--- src/rtl/echo_range_pkg.sv ---
// echo_range_pkg: shared types and default constants for the echo range meter.
//   echo_state_t : measurement FSM states, also exported on the debug port
//   CM_DIV_DEF   : microseconds of round-trip echo per centimetre
//   MAX_US_DEF   : echo-wait / echo-high timeout in microseconds
package echo_range_pkg;

  typedef enum logic [2:0] {
    IDLE    = 3'd0,
    ARMED   = 3'd1,
    MEASURE = 3'd2,
    DIVIDE  = 3'd3,
    DONE    = 3'd4
  } echo_state_t;

  localparam int CM_DIV_DEF = 58;
  localparam int MAX_US_DEF = 30000;

endpackage

--- src/rtl/echo_sync.sv ---
// echo_sync: brings the asynchronous sensor echo into the clk domain and
// produces registered single-cycle edge strobes.
//   clk, rst_n : clock, asynchronous active-low reset
//   echo       : raw asynchronous echo pin
//   echo_rise  : one-cycle strobe, 3 clk edges after a rising pin edge
//   echo_fall  : one-cycle strobe, 3 clk edges after a falling pin edge
module echo_sync (
  input  logic clk,
  input  logic rst_n,
  input  logic echo,
  output logic echo_rise,
  output logic echo_fall
);

  logic sync_0;
  logic sync_1;
  logic sync_prev;

  // Two metastability flops, then a history flop; the strobes are
  // registered so downstream logic sees a clean, glitch-free pulse.
  always_ff @(posedge clk or negedge rst_n) begin
    if (!rst_n) begin
      sync_0    <= 1'b0;
      sync_1    <= 1'b0;
      sync_prev <= 1'b0;
      echo_rise <= 1'b0;
      echo_fall <= 1'b0;
    end else begin
      sync_0    <= echo;
      sync_1    <= sync_0;
      sync_prev <= sync_1;
      echo_rise <= sync_1 & ~sync_prev;
      echo_fall <= ~sync_1 & sync_prev;
    end
  end

endmodule

--- src/rtl/echo_range_meter.sv ---
// echo_range_meter: times the HC-SR04 echo pulse in microseconds after each
// trigger burst and converts it to whole centimetres for the LED stage.
//   clk, rst_n : clock, asynchronous active-low reset
//   trig       : trigger pulse (clk-synchronous); its falling edge arms a measurement
//   echo       : raw asynchronous sensor echo
//   dist_cm    : last valid distance in cm (saturating)
//   dist_valid : one-cycle strobe when dist_cm updates
//   timeout    : one-cycle strobe when a measurement is abandoned
//   near       : proximity flag with hysteresis, updated on dist_valid
//   busy       : high whenever the FSM is not in IDLE
//   fsm_state  : current FSM state, for observation only
// Optional build macro ECHO_AVG4_EN: dist_cm becomes the floor mean of the
// last four quotients (history cleared at reset, timeouts not recorded).
// All outputs are plain strobes/levels; there is no back-pressure.
module echo_range_meter
  import echo_range_pkg::*;
#(
  parameter int TICKS_PER_US = 12,
  parameter int MAX_US       = MAX_US_DEF,
  parameter int CM_DIV       = CM_DIV_DEF,
  parameter int NEAR_CM      = 20,
  parameter int HYST_CM      = 2,
  parameter int DIST_W       = 10
) (
  input  logic              clk,
  input  logic              rst_n,
  input  logic              trig,
  input  logic              echo,
  output logic [DIST_W-1:0] dist_cm,
  output logic              dist_valid,
  output logic              timeout,
  output logic              near,
  output logic              busy,
  output echo_state_t       fsm_state
);

  localparam int CNT_W = $clog2(MAX_US + 1);
  localparam int PRE_W = (TICKS_PER_US > 1) ? $clog2(TICKS_PER_US) : 1;
  localparam logic [PRE_W-1:0]  PRE_LAST = PRE_W'(TICKS_PER_US - 1);
  localparam logic [CNT_W-1:0]  CNT_MAX  = CNT_W'(MAX_US);
  localparam logic [CNT_W-1:0]  DIV_C    = CNT_W'(CM_DIV);
  localparam logic [DIST_W-1:0] DIST_SAT = '1;
  localparam logic [DIST_W-1:0] NEAR_C   = DIST_W'(NEAR_CM);
  localparam logic [DIST_W-1:0] REL_C    = DIST_W'(NEAR_CM + HYST_CM);

  echo_state_t       state;
  logic              trig_d;
  logic              trig_fall;
  logic              echo_rise;
  logic              echo_fall;
  logic [PRE_W-1:0]  presc;
  logic              us_tick;
  logic [CNT_W-1:0]  us_cnt;
  logic [CNT_W-1:0]  us_cnt_nxt;
  logic              at_max;
  logic [CNT_W-1:0]  rem;
  logic [DIST_W-1:0] quo;
  logic              div_done;
  logic [DIST_W-1:0] dist_new;

  echo_sync u_sync (
    .clk       (clk),
    .rst_n     (rst_n),
    .echo      (echo),
    .echo_rise (echo_rise),
    .echo_fall (echo_fall)
  );

  assign trig_fall = trig_d & ~trig;
  assign us_tick   = (presc == PRE_LAST);
  // Count including the tick of the current cycle, so the width captured on
  // echo_fall covers every microsecond the echo was high.
  assign us_cnt_nxt = (us_tick && (us_cnt != CNT_MAX)) ? us_cnt + 1'b1 : us_cnt;
  assign at_max     = (us_cnt_nxt == CNT_MAX);
  assign div_done   = (state == DIVIDE) && (rem < DIV_C);
  assign fsm_state  = state;

`ifdef ECHO_AVG4_EN
  logic [DIST_W-1:0] hist [3];
  logic [DIST_W+1:0] avg_sum;

  always_comb begin
    avg_sum  = {2'b00, quo} + {2'b00, hist[0]} + {2'b00, hist[1]} + {2'b00, hist[2]};
    dist_new = avg_sum[DIST_W+1:2];
  end

  always_ff @(posedge clk or negedge rst_n) begin
    if (!rst_n) begin
      hist <= '{default: '0};
    end else if (div_done) begin
      hist[2] <= hist[1];
      hist[1] <= hist[0];
      hist[0] <= quo;
    end
  end
`else
  always_comb dist_new = quo;
`endif

  always_ff @(posedge clk or negedge rst_n) begin
    if (!rst_n) begin
      state      <= IDLE;
      trig_d     <= 1'b0;
      presc      <= '0;
      us_cnt     <= '0;
      rem        <= '0;
      quo        <= '0;
      dist_cm    <= '0;
      dist_valid <= 1'b0;
      timeout    <= 1'b0;
      near       <= 1'b0;
      busy       <= 1'b0;
    end else begin
      trig_d     <= trig;
      dist_valid <= 1'b0;
      timeout    <= 1'b0;
      presc      <= us_tick ? '0 : presc + 1'b1;
      us_cnt     <= us_cnt_nxt;
      case (state)
        IDLE: begin
          presc  <= '0;
          us_cnt <= '0;
          if (trig_fall) begin
            state <= ARMED;
            busy  <= 1'b1;
          end
        end
        ARMED: begin
          // echo_rise outranks a coincident timeout and a re-arm.
          if (echo_rise) begin
            state  <= MEASURE;
            presc  <= '0;
            us_cnt <= '0;
          end else if (at_max) begin
            state   <= IDLE;
            busy    <= 1'b0;
            timeout <= 1'b1;
            near    <= 1'b0;
            presc   <= '0;
            us_cnt  <= '0;
          end else if (trig_fall) begin
            presc  <= '0;
            us_cnt <= '0;
          end
        end
        MEASURE: begin
          if (echo_fall) begin
            state <= DIVIDE;
            presc <= '0;
            rem   <= us_cnt_nxt;
            quo   <= '0;
          end else if (at_max) begin
            state   <= IDLE;
            busy    <= 1'b0;
            timeout <= 1'b1;
            near    <= 1'b0;
            presc   <= '0;
            us_cnt  <= '0;
          end
        end
        DIVIDE: begin
          presc  <= '0;
          us_cnt <= '0;
          if (rem >= DIV_C) begin
            rem <= rem - DIV_C;
            if (quo != DIST_SAT) quo <= quo + 1'b1;
          end else begin
            state      <= DONE;
            dist_cm    <= dist_new;
            dist_valid <= 1'b1;
            if (dist_new < NEAR_C)       near <= 1'b1;
            else if (dist_new >= REL_C)  near <= 1'b0;
          end
        end
        DONE: begin
          state  <= IDLE;
          busy   <= 1'b0;
          presc  <= '0;
          us_cnt <= '0;
        end
        default: begin
          state <= IDLE;
          busy  <= 1'b0;
        end
      endcase
    end
  end

endmodule

--- config.mk ---
export PLATFORM = sky130hd
export DESIGN_NAME = echo_range_meter
export DESIGN_NICKNAME = d
export VERILOG_FILES = /design/src/rtl/echo_range_pkg.sv /design/src/rtl/echo_sync.sv /design/src/rtl/echo_range_meter.sv
export SDC_FILE = /design/constraint.sdc
export NUM_CORES = 1
export LEC_CHECK = 0
export CAP_MARGIN = 5
export CORE_MARGIN = 2
export CORE_UTILIZATION = 34
export CTS_CLUSTER_DIAMETER = 100
export CTS_CLUSTER_SIZE = 40
export DETAILED_ROUTE_END_ITERATION = 8
export PLACE_DENSITY = 0.55
export SLEW_MARGIN = 5
export SYNTH_ARGS = -nofsm -noshare
export SYNTH_HDL_FRONTEND = slang
export SYNTH_SLANG_ARGS = --single-unit
--- constraint.sdc ---
create_clock -name clk -period 3.37 [get_ports clk]
set_input_delay 1.011 -clock clk [delete_from_list [all_inputs] [get_ports clk]]
set_output_delay 1.011 -clock clk [all_outputs]
set_load 0.02 [all_outputs]
== Yosys cells after proc, flatten, opt, wreduce, memory -nomap -nowiden ==
Cells that the tools add are included.

* Bitwise logic cells: 8
* Div/mod/pow operators: 0
* Shifts and indexed selects: 0
* Reduce and logical (&&, ||, !) cells: 11
* Eq/ne operators: 16
* Multiplexer cells: 45
* Order comparisons: 3
* Multipliers: 0
* $add $sub $neg: 4

{| class="wikitable"
|+ Operators with widths
! operator !! count
|-
| two-way mux 15 bit || 8
|-
| case mux 15 bit (3 select lines) || 1
|-
| two-way mux 10 bit || 3
|-
| case mux 15 bit (2 select lines) || 1
|-
| two-way mux 4 bit || 6
|-
| case mux 10 bit (2 select lines) || 1
|-
| adder 15 x 1 -> 15 bit (second input constant) || 1
|-
| equality test 15 bit (second input constant) || 1
|-
| greater-or-equal comparator 15 x 6 -> 1 bit (second input constant) || 1
|-
| two-way mux 1 bit || 15
|-
| two-way mux 3 bit || 5
|-
| != test 15 bit (second input constant) || 1
|-
| subtractor 15 x 6 -> 15 bit (second input constant) || 1
|-
| case mux 3 bit (4 select lines) || 1
|-
| case mux 4 bit (3 select lines) || 1
|-
| adder 10 x 1 -> 10 bit (second input constant) || 1
|-
| greater-or-equal comparator 10 x 5 -> 1 bit (second input constant) || 1
|-
| < comparator 10 x 5 -> 1 bit (second input constant) || 1
|-
| != test 10 bit (second input constant) || 1
|-
| != test 2 bit (second input constant) || 4
|-
| AND reduction 4 bit || 2
|-
| equality test 3 x 2 -> 1 bit (second input constant) || 2
|-
| != test 2 x 1 -> 1 bit (second input constant) || 3
|-
| inverter 1 bit || 5
|-
| 17 further kinds || 20
|}

* Bits of input ports: 4
* Logic and storage cells: 103
* ROM bits: 0
* Output and inout port bits: 17
* Bits in writable memories: 0
* Memories kept: 0
* Flip-flop bits (word level): 67
* Latch bits: 0

== Depth between registers and ports, before layout ==
* Depth after elaboration: 7
* Mapped depth: 10
* Depth with buffers taken out: 9

== Hierarchy ==
Synthesis repeated with hierarchy kept, for this count alone.

* Cell total of the unflattened synthesis: 402
* Area total of the unflattened synthesis: 3673.5 um2

{| class="wikitable"
|+ Modules (own cells, without submodules)
! module !! cells each !! area an instance (um2) !! times used !! seq. area each (um2)
|-
| echo_range_meter || 395 || 3533.4 || 1 || 1551.5
|-
| echo_sync || 7 || 140.1 || 1 || 125.1
|}

== Worst setup path before layout ==
Ideal clock, no wire load.

* Path kind: reg-to-reg
* From: register us_cnt[9]
* To: register us_cnt[6]
* Path buffers: 1
* Path slack: 0.766 ns
* Required time: 3.242 ns
* Stages on the path, launching flop included: 9
* Data arrival time: 2.475 ns
* Path through: dfrtp_1 -> or3b_1 -> or4_4 -> a311o_1 -> a22oi_1 -> nand4_2 -> a21oi_2 -> buf_6 -> a21oi_1

* Cells in the longest elaborated chain, start to end: 7
* Elaborated cells between the ends (all ways): 11

{| class="wikitable"
|+ RTL lines
! element !! RTL line !! text
|-
| start: declaration || echo_range_meter.sv:53 || <nowiki>logic [CNT_W-1:0] us_cnt;</nowiki>
|-
| start signal: assignment || echo_range_meter.sv:118 || <nowiki>us_cnt <= us_cnt_nxt;</nowiki>
|-
| branches (longest 2 deep; another with adder 15 x 1 -> 15 bit) || -- ||
|-
| two-way mux 15 bit * || echo_range_meter.sv:73 || <nowiki>assign us_cnt_nxt = (us_tick && (us_cnt != CNT_MAX)) ? us_cnt + 1'b1 : us_cnt;</nowiki>
|-
| equality test 15 bit / two-way mux 15 bit (equally long branches) || echo_range_meter.sv:74, echo_range_meter.sv:141 ||
|-
| two-way mux 15 bit (on tied branches) || echo_range_meter.sv:152, echo_range_meter.sv:134 ||
|-
| two-way mux 15 bit (on tied branches) || echo_range_meter.sv:147, echo_range_meter.sv:130 ||
|-
| case mux 15 bit (3 select lines) * || echo_range_meter.sv:119 || <nowiki>case (state)</nowiki>
|}

Mark *: on every way between the ends.
A chain may end at the register's enable or synchronous reset.

== Worst setup path after layout ==
* From: register presc[0]
* To: register us_cnt[0]

* Cells in the longest elaborated chain, start to end: 7
* Elaborated cells between the ends (all ways): 10

{| class="wikitable"
|+ RTL lines
! element !! RTL line !! text
|-
| start: declaration || echo_range_meter.sv:51 || <nowiki>logic [PRE_W-1:0] presc;</nowiki>
|-
| start signal: assignment || echo_range_meter.sv:117 || <nowiki>presc <= us_tick ? '0 : presc + 1'b1;</nowiki>
|-
| equality test 4 bit * || echo_range_meter.sv:70 || <nowiki>assign us_tick = (presc == PRE_LAST);</nowiki>
|-
| logical AND 1 bit * || echo_range_meter.sv:73 ||
|-
| two-way mux 15 bit * || echo_range_meter.sv:73 ||
|-
| equality test 15 bit / two-way mux 15 bit (equally long branches) || echo_range_meter.sv:74, echo_range_meter.sv:141 ||
|-
| two-way mux 15 bit (on tied branches) || echo_range_meter.sv:152, echo_range_meter.sv:134 ||
|-
| two-way mux 15 bit (on tied branches) || echo_range_meter.sv:147, echo_range_meter.sv:130 ||
|-
| case mux 15 bit (3 select lines) * || echo_range_meter.sv:119 ||
|}

Mark *: on every way between the ends. The rest lies on a longest branch, timed or not.

==> results_dict.tcl <==
set metrics [dict create \
    status "finished clean" \
    startpoint_type "flip-flop" \
    fp.dieH_um 107 \
    drt-initial-drc-count 172 \
    required_ps 3580 \
    async_flop_share_pct 100 \
    vias 2918 \
    synth_edf_count 0 \
    diodes 0 \
    drt_wl_total_um 8600 \
    holdBufCountCts 0 \
    irDropWorstVdd_uv 310 \
    die_w_um 107 \
    track_usage_pct 16.3 \
    grt_first_pass_wirelength_um 14500 \
    synth-compound-area-share_pct 15.9 \
    cap_violations 0 \
    synth_mux_area_share_pct 4.27 \
    placed_area_sq_um 3920 \
    final_cells 553 \
    yosysSeqAreaShare_pct 46.9 \
    cts_buffers 9 \
    timing.hold.ws_ps 364 \
    crit_path_end_kind "flip-flop" \
    synth_cell_types 54 \
    cts_sinks 67 \
    io_pins 21 \
    yosysWarnings 0 \
    drv_slew 0 \
    vias_per_cell 5.28 \
    syn_area_sq_um 3580 \
    preCtsSetupSlack_ps 320 \
    cts.path.max_buffers 2 \
    reg2reg_from "presc[0]" \
    powerDensity_nw_per_um2 679 \
    max_slew_margin_pct 61.9 \
    clk_pin_slew_ps 80 \
    fillCellCount 1033 \
    design.die.area_sq_um 11400 \
    ant_nets 0 \
    hold_path_class "flip-flop to flip-flop" \
    drt-wirelength-per-cell_um 15.6 \
    synth_xor_area_share_pct 4.41 \
    first_pass_iters 4 \
    ys_ff_latch 67 \
    finalCritPeriodShare_pct 90.2 \
    remaining_drc_errors 0 \
    grt_pass1_vias 2892 \
    core_sq_um 10300 \
    portBuffers 20 \
    dp_cells 537 \
    num_rows 37 \
    startpoint "presc[0]" \
    fmax_mhz 329 \
    crit_fanout 13 \
    crit_type "flip-flop to flip-flop" \
    dp_hpwl_um 6030 \
    synthAdderAreaFrac_pct 1.75 \
    crit_path_end "us_cnt[0]" \
    postCtsSetupRepairBufs 0 \
    finalHoldViolCount 0 \
    fin_ws_ps 330 \
    r2r_slack_ps 330 \
    synth_top_family_by_area "simple AND/OR/NAND/NOR gates" \
    tns_ps 0 \
    leakagePower_uw 0.00169 \
    antenna_found_initial 0 \
    synth-simple-area-share_pct 22.8 \
    fin_worst_skew_ps 7.87 \
    final_common_cell "dfrtp_1" \
    gr-total-overflow 0 \
    r2r.worst_path.cells 9 \
    final_cell_mix "67 x dfrtp_1, 48 x nand2_1, 37 x a21oi_1" \
    syn2layout_area_growth_pct 16.0 \
    fin_nets 421 \
    drive_above_1_share_pct 10.6 \
    worstMarginPinSlew_ps 563 \
    rsz0062_at_grt "no" \
    grt_busiest_layer "met2" \
    grt.met2_usage_pct 26.7 \
    syn_nets 398 \
    min_period_ps 3040 \
    post_cts_resized 0 \
    r2r-end "us_cnt[0]" \
    avgSynthCellArea_sq_um 9.20 \
    gp_congestion 0.808 \
    finalSetupViolCount 0 \
    cp.arrival_ps 3250 \
    grt_max_degree 36 \
    use_met3_pct 3.04 \
    met1_usage_pct 21.6 \
    htreeDepth 3 \
    synth_cells 389 \
    start_util_pct 34.8 \
    cts_root_buf "clkbuf_8" \
    yosys_most_used_dff "dfrtp_1" \
    design_area_sq_um 4150 \
    cts_tree "done" \
    insertion_delay_ps 340 \
]
[worst min-delay path by stage]
| stage | start | cells past startpoint | slack, ps | to |
|---|---|---|---|---|
| 5_1_grt | u_sync.sync_0 | 0 | 380 | u_sync.sync_1 |
| 6_report | u_sync.sync_0 | 0 | 360 | u_sync.sync_1 |
| 3_5_place_dp | u_sync.sync_0 | 0 | 340 | u_sync.sync_1 |
| 4_1_cts | u_sync.sync_0 | 0 | 370 | u_sync.sync_1 |
| 2_1_floorplan | u_sync.sync_0 | 0 | 330 | u_sync.sync_1 |
| 3_3_place_gp | u_sync.sync_0 | 0 | 350 | u_sync.sync_1 |
[registers in the layout, indices dropped and copies added (netlist names)]
register,flops
rem,15
us_cnt,15
dist_cm,10
dist_new,10
presc,4
fsm_state,3
busy,1
dist_valid,1
near,1
timeout,1
trig_d,1
u_sync.echo_fall,1
u_sync.echo_rise,1
u_sync.sync_0,1
u_sync.sync_1,1
u_sync.sync_prev,1
[critical path: stages, from the launching register on]
cell and delay (ps):
dfrtp_1 370, ha_1 230, nand3b_1 350, nor4_1 440, xnor2_1 180, nor4b_1 520
nand4_2 310, a21oi_2 200, buf_4 210, a21oi_1 90
[per-layer routing]
metal | wire, um | up-vias
met5 | 0 | -
met4 | 101 | 0
met3 | 309 | 8
met1 | 4060 | 1411
met2 | 4140 | 57
li1 | - | 1442
[logic make-up after synthesis]
family	count (synthesis)
AND/OR/NAND/NOR	161
AO/OA/AOI/OAI	93
flip-flops	67
buffers and inverters	31
XOR/XNOR	18
multiplexers	14
adder cells (fa/ha/maj)	5
[final cells by class]
class / instances / area, sq um / area share, %
multi-input combinational: 291 / 1760 / 42.4
sequential: 67 / 1680 / 40.4
timing repair buffer: 29 / 263 / 6.33
tap: 136 / 170 / 4.10
clock buffer: 10 / 138 / 3.32
clock inverter: 6 / 88.8 / 2.14
inverter: 14 / 52.6 / 1.27
[where the power goes]
part,total [uW],switching [uW],internal [uW],leakage [uW]
Clock,759,322,437,0.000108
Combinational,957,597,360,0.000688
Sequential,1100,165,938,0.000890
[cell usage after synthesis (all sizes together) (2+ instances only)]
cell type	count	share of area, %
or3b	2	0.49
nand2b	5	0.87
nand2	49	5.1
a31o	2	0.49
a211oi	2	0.42
nand4	8	1.6
o31ai	4	0.84
clkbuf	13	1.4
or3	5	0.87
nand3	12	1.7
nor4	4	0.70
a21oi	39	5.7
a32o	4	1.1
nand3b	3	0.63
and2	4	0.70
a41oi	2	0.49
buf	4	1.2
nor2	32	3.4
or4	3	0.73
ha	5	1.7
nand4bb	2	0.63
nor2b	5	0.87
o211ai	3	0.63
a22o	2	0.49
and2b	2	0.42
inv	14	1.5
dfrtp	67	47
mux2i	4	1.1
mux2	10	3.1
o21ai	26	3.6
xnor2	15	3.7
xor2	3	0.73
nor3	18	2.5
[through the flow]
stage / total power (uW) / utilization [%]
floorplan: 1780 / -
global placement: 2060 / 38.1
detailed placement: 2080 / 38.1
CTS: 2840 / 40.3
global route: 3030 / 40.4
finish: 2820 / 40.4
Note: power is estimated with default switching activity, not from simulation.
